<file path="src/rtl/imem_loader.sv">
// rtl/imem_loader.sv - byte-stream loader that fills instruction RAM and holds the core until loaded
// Optional IMEM_LOADER_CHKSUM_EN: trailing mod-256 checksum byte verified in state CHK.
module imem_loader #(
  parameter int                ADDR_W      = 32,
  parameter int                DATA_W      = 32,
  parameter int                DEPTH_WORDS = 1024,
  parameter logic [ADDR_W-1:0] BASE_ADDR   = '0
) (
  input  logic              clk_i,
  input  logic              rst_i,
  input  logic              start_i,
  input  logic [15:0]       len_i,
  input  logic [7:0]        byte_i,
  input  logic              byte_valid_i,
  output logic              byte_ready_o,
  output logic              mem_we_o,
  output logic [ADDR_W-1:0] mem_addr_o,
  output logic [DATA_W-1:0] mem_wdata_o,
  output logic              core_hold_o,
  output logic              busy_o,
  output logic              done_o,
  output logic              err_o
);

  typedef enum logic [2:0] {
    ST_IDLE,
    ST_RECV,
    ST_WRITE,
    ST_DONE,
`ifdef IMEM_LOADER_CHKSUM_EN
    ST_CHK,
`endif
    ST_ERR
  } state_t;

  state_t            state_q;
  logic [1:0]        byte_cnt_q;
  logic [15:0]       word_cnt_q;
  logic [15:0]       len_q;
  logic [23:0]       shift_q;
  logic              byte_ready_q;
  logic              mem_we_q;
  logic [ADDR_W-1:0] mem_addr_q;
  logic [DATA_W-1:0] mem_wdata_q;
  logic              core_hold_q;
  logic              busy_q;
  logic              done_q;
  logic              err_q;
`ifdef IMEM_LOADER_CHKSUM_EN
  logic [7:0]        sum_q;
`endif

  logic [ADDR_W-1:0] word_addr_d;
  logic [15:0]       word_cnt_d;
  logic [DATA_W-1:0] word_d;
  logic              len_too_big_d;

  // Lane 3 is never stored: it completes the word straight from byte_i.
  assign word_addr_d   = BASE_ADDR + (ADDR_W'(word_cnt_q) << 2);
  assign word_cnt_d    = word_cnt_q + 16'd1;
  assign word_d        = {byte_i, shift_q};
  assign len_too_big_d = ({16'd0, len_i} > 32'(DEPTH_WORDS));

  always_ff @(posedge clk_i or negedge rst_i) begin
    if (!rst_i) begin
      state_q      <= ST_IDLE;
      byte_cnt_q   <= 2'd0;
      word_cnt_q   <= 16'd0;
      len_q        <= 16'd0;
      shift_q      <= 24'd0;
      byte_ready_q <= 1'b0;
      mem_we_q     <= 1'b0;
      mem_addr_q   <= '0;
      mem_wdata_q  <= '0;
      core_hold_q  <= 1'b1;
      busy_q       <= 1'b0;
      done_q       <= 1'b0;
      err_q        <= 1'b0;
`ifdef IMEM_LOADER_CHKSUM_EN
      sum_q        <= 8'd0;
`endif
    end else begin
      mem_we_q <= 1'b0;
      case (state_q)
        ST_IDLE, ST_DONE, ST_ERR: begin
          if (start_i) begin
            byte_cnt_q <= 2'd0;
            word_cnt_q <= 16'd0;
            shift_q    <= 24'd0;
`ifdef IMEM_LOADER_CHKSUM_EN
            sum_q      <= 8'd0;
`endif
            if (len_i == 16'd0) begin
`ifdef IMEM_LOADER_CHKSUM_EN
              state_q      <= ST_CHK;
              byte_ready_q <= 1'b1;
              core_hold_q  <= 1'b1;
              done_q       <= 1'b0;
`else
              state_q      <= ST_DONE;
              byte_ready_q <= 1'b0;
              core_hold_q  <= 1'b0;
              done_q       <= 1'b1;
`endif
              busy_q       <= 1'b0;
              err_q        <= 1'b0;
            end else if (len_too_big_d) begin
              state_q      <= ST_ERR;
              byte_ready_q <= 1'b0;
              core_hold_q  <= 1'b1;
              busy_q       <= 1'b0;
              done_q       <= 1'b0;
              err_q        <= 1'b1;
            end else begin
              state_q      <= ST_RECV;
              len_q        <= len_i;
              byte_ready_q <= 1'b1;
              core_hold_q  <= 1'b1;
              busy_q       <= 1'b1;
              done_q       <= 1'b0;
              err_q        <= 1'b0;
            end
          end
        end

        ST_RECV: begin
          if (byte_valid_i) begin
            byte_cnt_q <= byte_cnt_q + 2'd1;
`ifdef IMEM_LOADER_CHKSUM_EN
            sum_q      <= sum_q + byte_i;
`endif
            case (byte_cnt_q)
              2'd0: shift_q[7:0]   <= byte_i;
              2'd1: shift_q[15:8]  <= byte_i;
              2'd2: shift_q[23:16] <= byte_i;
              default: begin
                state_q      <= ST_WRITE;
                byte_ready_q <= 1'b0;
                mem_we_q     <= 1'b1;
                mem_addr_q   <= word_addr_d;
                mem_wdata_q  <= word_d;
              end
            endcase
          end
        end

        ST_WRITE: begin
          word_cnt_q <= word_cnt_d;
          if (word_cnt_d == len_q) begin
`ifdef IMEM_LOADER_CHKSUM_EN
            state_q      <= ST_CHK;
            byte_ready_q <= 1'b1;
`else
            state_q      <= ST_DONE;
            byte_ready_q <= 1'b0;
            core_hold_q  <= 1'b0;
            done_q       <= 1'b1;
`endif
            busy_q       <= 1'b0;
          end else begin
            state_q      <= ST_RECV;
            byte_ready_q <= 1'b1;
          end
        end

`ifdef IMEM_LOADER_CHKSUM_EN
        ST_CHK: begin
          if (byte_valid_i) begin
            byte_ready_q <= 1'b0;
            if (byte_i == sum_q) begin
              state_q     <= ST_DONE;
              core_hold_q <= 1'b0;
              done_q      <= 1'b1;
            end else begin
              state_q     <= ST_ERR;
              core_hold_q <= 1'b1;
              err_q       <= 1'b1;
            end
          end
        end
`endif

        default: begin
          state_q      <= ST_IDLE;
          byte_ready_q <= 1'b0;
          core_hold_q  <= 1'b1;
          busy_q       <= 1'b0;
          done_q       <= 1'b0;
          err_q        <= 1'b0;
        end
      endcase
    end
  end

  assign byte_ready_o = byte_ready_q;
  assign mem_we_o     = mem_we_q;
  assign mem_addr_o   = mem_addr_q;
  assign mem_wdata_o  = mem_wdata_q;
  assign core_hold_o  = core_hold_q;
  assign busy_o       = busy_q;
  assign done_o       = done_q;
  assign err_o        = err_q;

endmodule
</file>
<file path="config.mk">
export PLATFORM = sky130hd
export DESIGN_NAME = imem_loader
export DESIGN_NICKNAME = d
export VERILOG_FILES = /design/src/rtl/imem_loader.sv
export SDC_FILE = /design/constraint.sdc
export NUM_CORES = 1
export LEC_CHECK = 0
export ABC_AREA = 1
export CAP_MARGIN = 20
export CORE_MARGIN = 4
export CORE_UTILIZATION = 30
export DETAILED_ROUTE_END_ITERATION = 6
export PLACE_DENSITY = 0.55
export REMOVE_ABC_BUFFERS = 1
export SYNTH_ARGS = -nofsm -noshare
export SYNTH_HDL_FRONTEND = slang
export SYNTH_SLANG_ARGS = --single-unit
</file>
<file path="constraint.sdc">
create_clock -name clk_i -period 2.5 [get_ports clk_i]
set_clock_uncertainty 0.15 [all_clocks]
set_input_delay 0.75 -clock clk_i [delete_from_list [all_inputs] [get_ports clk_i]]
set_output_delay 0.75 -clock clk_i [all_outputs]
set_load 0.005 [all_outputs]
</file>
======== Yosys cells after proc, flatten, opt, wreduce, memory -nomap -nowiden ========
Cells that the tools add are included.
operators by class
  add/subtract/negate cells ............... 2
  magnitude comparators ................... 1
  equality and inequality tests ........... 14
  mux-type cells .......................... 41
  bitwise gates (word level) .............. 5
  reductions and logical operators ........ 18
operators with widths
  cell                   number
  $mux 24                2
  $pmux 24 s2            1
  $pmux 16 s2            1
  $mux 8                 3
  $mux 1                 18
  $add 16x1->16 const B  1
  $eq 16x16->1           1
  $gt 16x11->1 const B   1
  $logic_not 16->1       1
  $mux 16                1
  $reduce_and 4->1       4
  $mux 3                 5
  $pmux 1 s3             4
  $reduce_and 3->1       4
  $ne 2x2->1 const B     5
  $pmux 3 s3             1
  $eq 3x2->1 const B     2
  $mux 2                 3
  $reduce_or 3->1        2
  $not 1->1              5
  $ne 2x1->1 const B     2
  $pmux 2 s2             1
  $reduce_and 2->1       2
  $reduce_bool 2->1      2
  9 further kinds        9
storage, ports and cells
  register bits after elaboration ......... 115
  input bits .............................. 28
  output and inout port bits .............. 70
  logic and storage cells ................. 96

======== Longest topological paths before layout ========
  depth in word-level cells ............... 5
  mapped depth ............................ 17
  gate-level depth less buffers ........... 17

======== Least setup slack after synthesis ========
No wires, ideal clock.
  path type ............................... input to register
  from .................................... input port len_i[6]
  to ...................................... register len_q[4]
  setup time .............................. 133 ps
  arrival time ............................ 1,895 ps
  required time ........................... 2,217 ps
  path slack .............................. 322 ps
  cell stages on the path ................. 9
  buffers on the path ..................... 1
  cell sequence ........................... inv_1 -> nand4_1 -> nor2_1 -> nand2_1 -> a21oi_1 -> nand4_2 -> clkbuf_1 -> nand2_1 -> o21ai_0
between the ends
  longest elaborated chain between the ends .. 3
  elaborated cells on any way between the ends .. 5
  classes of those cells .................. order compare (1); bitwise (2); reduce/logical (2)
RTL lines
  item                                                     RTL line  text
  start, declared                                          12        input logic [15:0] len_i,
  $gt 16x11->1 / $logic_not 16->1 (equally long branches)  62, 93
  $not 1->1 (no source line)                               -
  $reduce_and 4->1 (no source line) (*)                    -
  end signal, assigned                                     116       len_q <= len_i;
  end, declared                                            39        logic [15:0] len_q;
Every way passes the cells marked *; elsewhere a longest branch is shown, timed or not.
A chain may end at the register's enable or synchronous reset.

======== Final worst setup path ========
  from .................................... register core_hold_q (netlist: core_hold_o)
  to ...................................... output port core_hold_o
RTL lines
  item                    RTL line  text
  start, declared         45        logic core_hold_q;
  start signal, assigned  75        core_hold_q <= 1'b1;
  start signal, assigned  102       core_hold_q <= 1'b0;
  start signal, assigned  110       core_hold_q <= 1'b1;
  end, declared           19        output logic core_hold_o,
No word-level cell between the ends.

==> flow_metrics.py <==
metrics = {
    "logic_synthesis": {
        "avgSynthCellArea_um2": 8.35,
        "ys_async_sr_fraction_pct": 100,
        "synth_warnings": 0,
        "synth_area_mm2": 0.00554,
        "ys_seq_area_share_pct": 52.0,
        "yosysTopAreaCellShare_pct": 51.5,
        "yosys.area.top_type": "dfrtp_1",
        "synth_cell_type_count": 33,
        "synth_edf_count": 0,
        "synth_cells": 663,
        "ys_ff_latch": 115,
        "ys.flop_type": "dfrtp_1",
        "synthTopCellsByArea": "dfrtp_1 (52%), nand2_1 (13%), o21ai_0 (6.1%), inv_1 (6.1%), o21ai_2 (4.0%)",
    },
    "cts": {
        "cts_tree": "yes",
        "clkLatencyLatePin_ns": 0.41,
        "htree_levels": 4,
        "cts_hold_buf": 0,
        "cts-buffers-inserted": 17,
        "clock-sinks": 115,
        "clk_pin_slew_ns": 0.05,
        "clk_path_buf_depth": 2,
        "cts_root_buf": "clkbuf_16",
    },
    "cells_and_area": {
        "regArea_mm2": 0.00288,
        "multi_input_area_mm2": 0.00217,
        "final_layout_size_suffix_gt1_share_pct": 13.9,
        "layout.cells.non_filler": 1014,
        "fin_nets": 805,
        "num_antenna_cells": 0,
        "area_delta_synth_final_pct": 33.4,
        "fin_area_mm2": 0.00738,
        "fillers": 1845,
    },
    "setup_path": {
        "worst-path-buf-inv": 1,
        "cp_slowest_stage_delay_ns": 0.52,
        "setup.worst_path.start_class": "flip-flop",
        "cpMaxStageDelayCell": "dfstp_2",
        "cp_cell_sequence": "clkdlybuf4s50_1",
        "timing.rr.end": "busy_o",
        "cp_data_required_time_ns": 1.60,
        "endpoint_kind": "output pin",
        "critPathMaxFanout": 2,
        "r2r_cells": 13,
        "critical_path_class": "flip-flop to output pin",
        "reg2reg_setup_slack_ns": 0.27,
        "cpLargestDelayFamily": "flip-flops",
        "arrival_ns": 1.42,
        "r2r_start": "word_cnt_q[1]",
    },
    "power": {
        "p_sw_mw": 1.06,
        "power_per_cell_area_mw_per_mm2": 641,
        "vdd_drop_max_uv": 503,
        "clkPwrFrac_pct": 53.4,
        "p_int_mw": 3.67,
        "switching_share_pct": 22.5,
        "combPwrFrac_pct": 6.1,
        "seqPwrFrac_pct": 40.5,
        "p_leak_nw": 3.42,
    },
    "global_routing": {
        "grt_overflow_total": 0,
        "grt.total_usage_pct": 13.2,
        "antenna_found_initial": 0,
        "grt_max_degree": 81,
        "grt_pass1_vias": 4091,
        "grt_pass1_wl_um": 21200,
    },
    "timing": {
        "timing.fmax_mhz": 431,
        "period_share_pct": 92.9,
        "final_max_slew_viol_count": 0,
        "fin_crit_ns": 2.32,
        "setup_viol": 0,
        "finalHoldViolations": 0,
    },
    "floorplan": {
        "die_area_mm2": 0.0207,
        "die_h_um": 144,
        "die_x_um": 144,
        "initial_utilization_pct": 30.7,
        "core_region_area_mm2": 0.0180,
        "io_pins": 98,
        "rows": 49,
    },
    "min_path": {
        "hold_path.class": "input port to asynchronous set/reset pin",
    },
    "routing": {
        "ant_nets": 0,
        "drt_pass1_iterations": 4,
        "drt-total-wl_um": 13100,
        "wl_per_cell_um": 12.9,
        "via_count": 4430,
        "via_per_inst": 4.37,
        "drcViolationCount": 0,
        "first_iter_violations": 269,
    },
    "placement": {
        "place.gp.congestion": 0.807,
        "hpwl_um": 9210,
        "postPlaceCellArea_mm2": 0.00671,
        "dp_cells": 978,
        "portBuffers": 81,
    },
    "status": {
        "status": "finished, final reports clean",
    },
    "flow_run": {
        "drv_cap": 0,
    },
}
## per-layer routing
metal  vias up  GRT usage (%)  share of wire [%]
met2       103           19.7                 45
li1       2289              -                  -
met4         0           4.46                1.4
met3        12           3.73                5.3
met5         -              0                  0
met1      2026           18.3                 48
## layout by cell type, fill, tap and decap left out, drive strengths merged
master / count
mux2: 1
nand3b: 7
xor2: 4
nand3: 35
nand4: 9
inv: 93
xnor2: 1
bufinv: 3
xnor3: 1
nor3: 1
clkbuf: 21
buf: 29
o22ai: 12
ha: 5
nor4: 1
nor2: 46
or2: 1
a21oi: 4
nand2: 199
dfrtp: 114
clkinvlp: 4
o21ai: 94
clkdlybuf4s50: 80
dfstp: 1
conb: 16
clkinv: 3
## layout make-up
class	count	area share, %
clock buffers	21	6.37
multi-input cells	437	29.4
flip-flops and latches	115	39.0
inverters	92	4.68
well taps	229	3.88
repair buffers	109	14.6
clock inverters	11	2.05
## how the worst max path moves through the flow
stage,from,to,cells past startpoint
floorplan,state_q[0],mem_addr_o[10],8
global placement,len_i[6],len_q[9],10
detailed placement,len_i[6],len_q[3],10
CTS,core_hold_o,core_hold_o,1
global route,word_cnt_q[1],busy_o,14
finish,core_hold_o,core_hold_o,1
## synth_stat cells (2+ instances only)
master,number
buf_4,16
ha_1,5
o22ai_1,12
clkbuf_1,9
dfrtp_1,114
a21oi_1,3
nand3_1,35
xor2_1,4
nor2_1,40
inv_1,90
nor2_4,5
nand2_1,197
nand3b_1,7
nand4_1,8
buf_6,4
buf_2,5
o21ai_0,68
o21ai_2,25
inv_2,2
## kinds of logic (layout without fill, tap and decap cells)
group                    Yosys count  in the layout  share of synthesized area (%)
adder cells (fa/ha/maj)            5              5                           1.13
multiplexers                       1              1                          0.203
XOR/XNOR                           6              6                           1.20
AND/OR/NAND/NOR                  299            299                           23.1
flip-flops                       115            115                           52.0
AO/OA/AOI/OAI                    110            110                           12.0
buffers and inverters            126            233                           10.3
other                              1             16                         0.0677
## registers in the layout (all words and copies together), names as in the netlist, 2 cells and up
signal,count
state_q,3
byte_cnt_q,2
mem_addr_o,16
mem_wdata_o,32
shift_q,24
len_q,16
word_cnt_q,16
## power groups by stage
| stage | clock network, mW | logic [mW] | registers (mW) |
|---|---|---|---|
| floorplan | 0 | 0.135 | 1.94 |
| global placement | 0 | 0.291 | 1.95 |
| detailed placement | 0 | 0.294 | 1.95 |
| CTS | 2.59 | 0.295 | 1.92 |
| global route | 2.69 | 0.330 | 1.92 |
| finish | 2.52 | 0.289 | 1.92 |
## metrics by stage
step | setup WS [ns] | hold slack (ns) | util [%] | setup TNS [ns] | power, mW
finish | 0.177 | 0.163 | 41.0 | 0 | 4.73
global route | -0.0174 | 0.166 | 41.0 | -0.0174 | 4.94
CTS | 0.140 | 0.157 | 40.6 | 0 | 4.80
detailed placement | -0.181 | 0.315 | 37.2 | -2.57 | 2.24
global placement | -0.134 | 0.308 | 37.2 | -1.87 | 2.24
floorplan | -0.107 | 0.299 | - | -5.16 | 2.08
## repair_timing
action,in CTS,in global routing
buffers inserted,0,4
endpoints found under the setup margin,0,5
gates resized for setup,0,9
No activity file was read; power rests on OpenSTA's default activity.
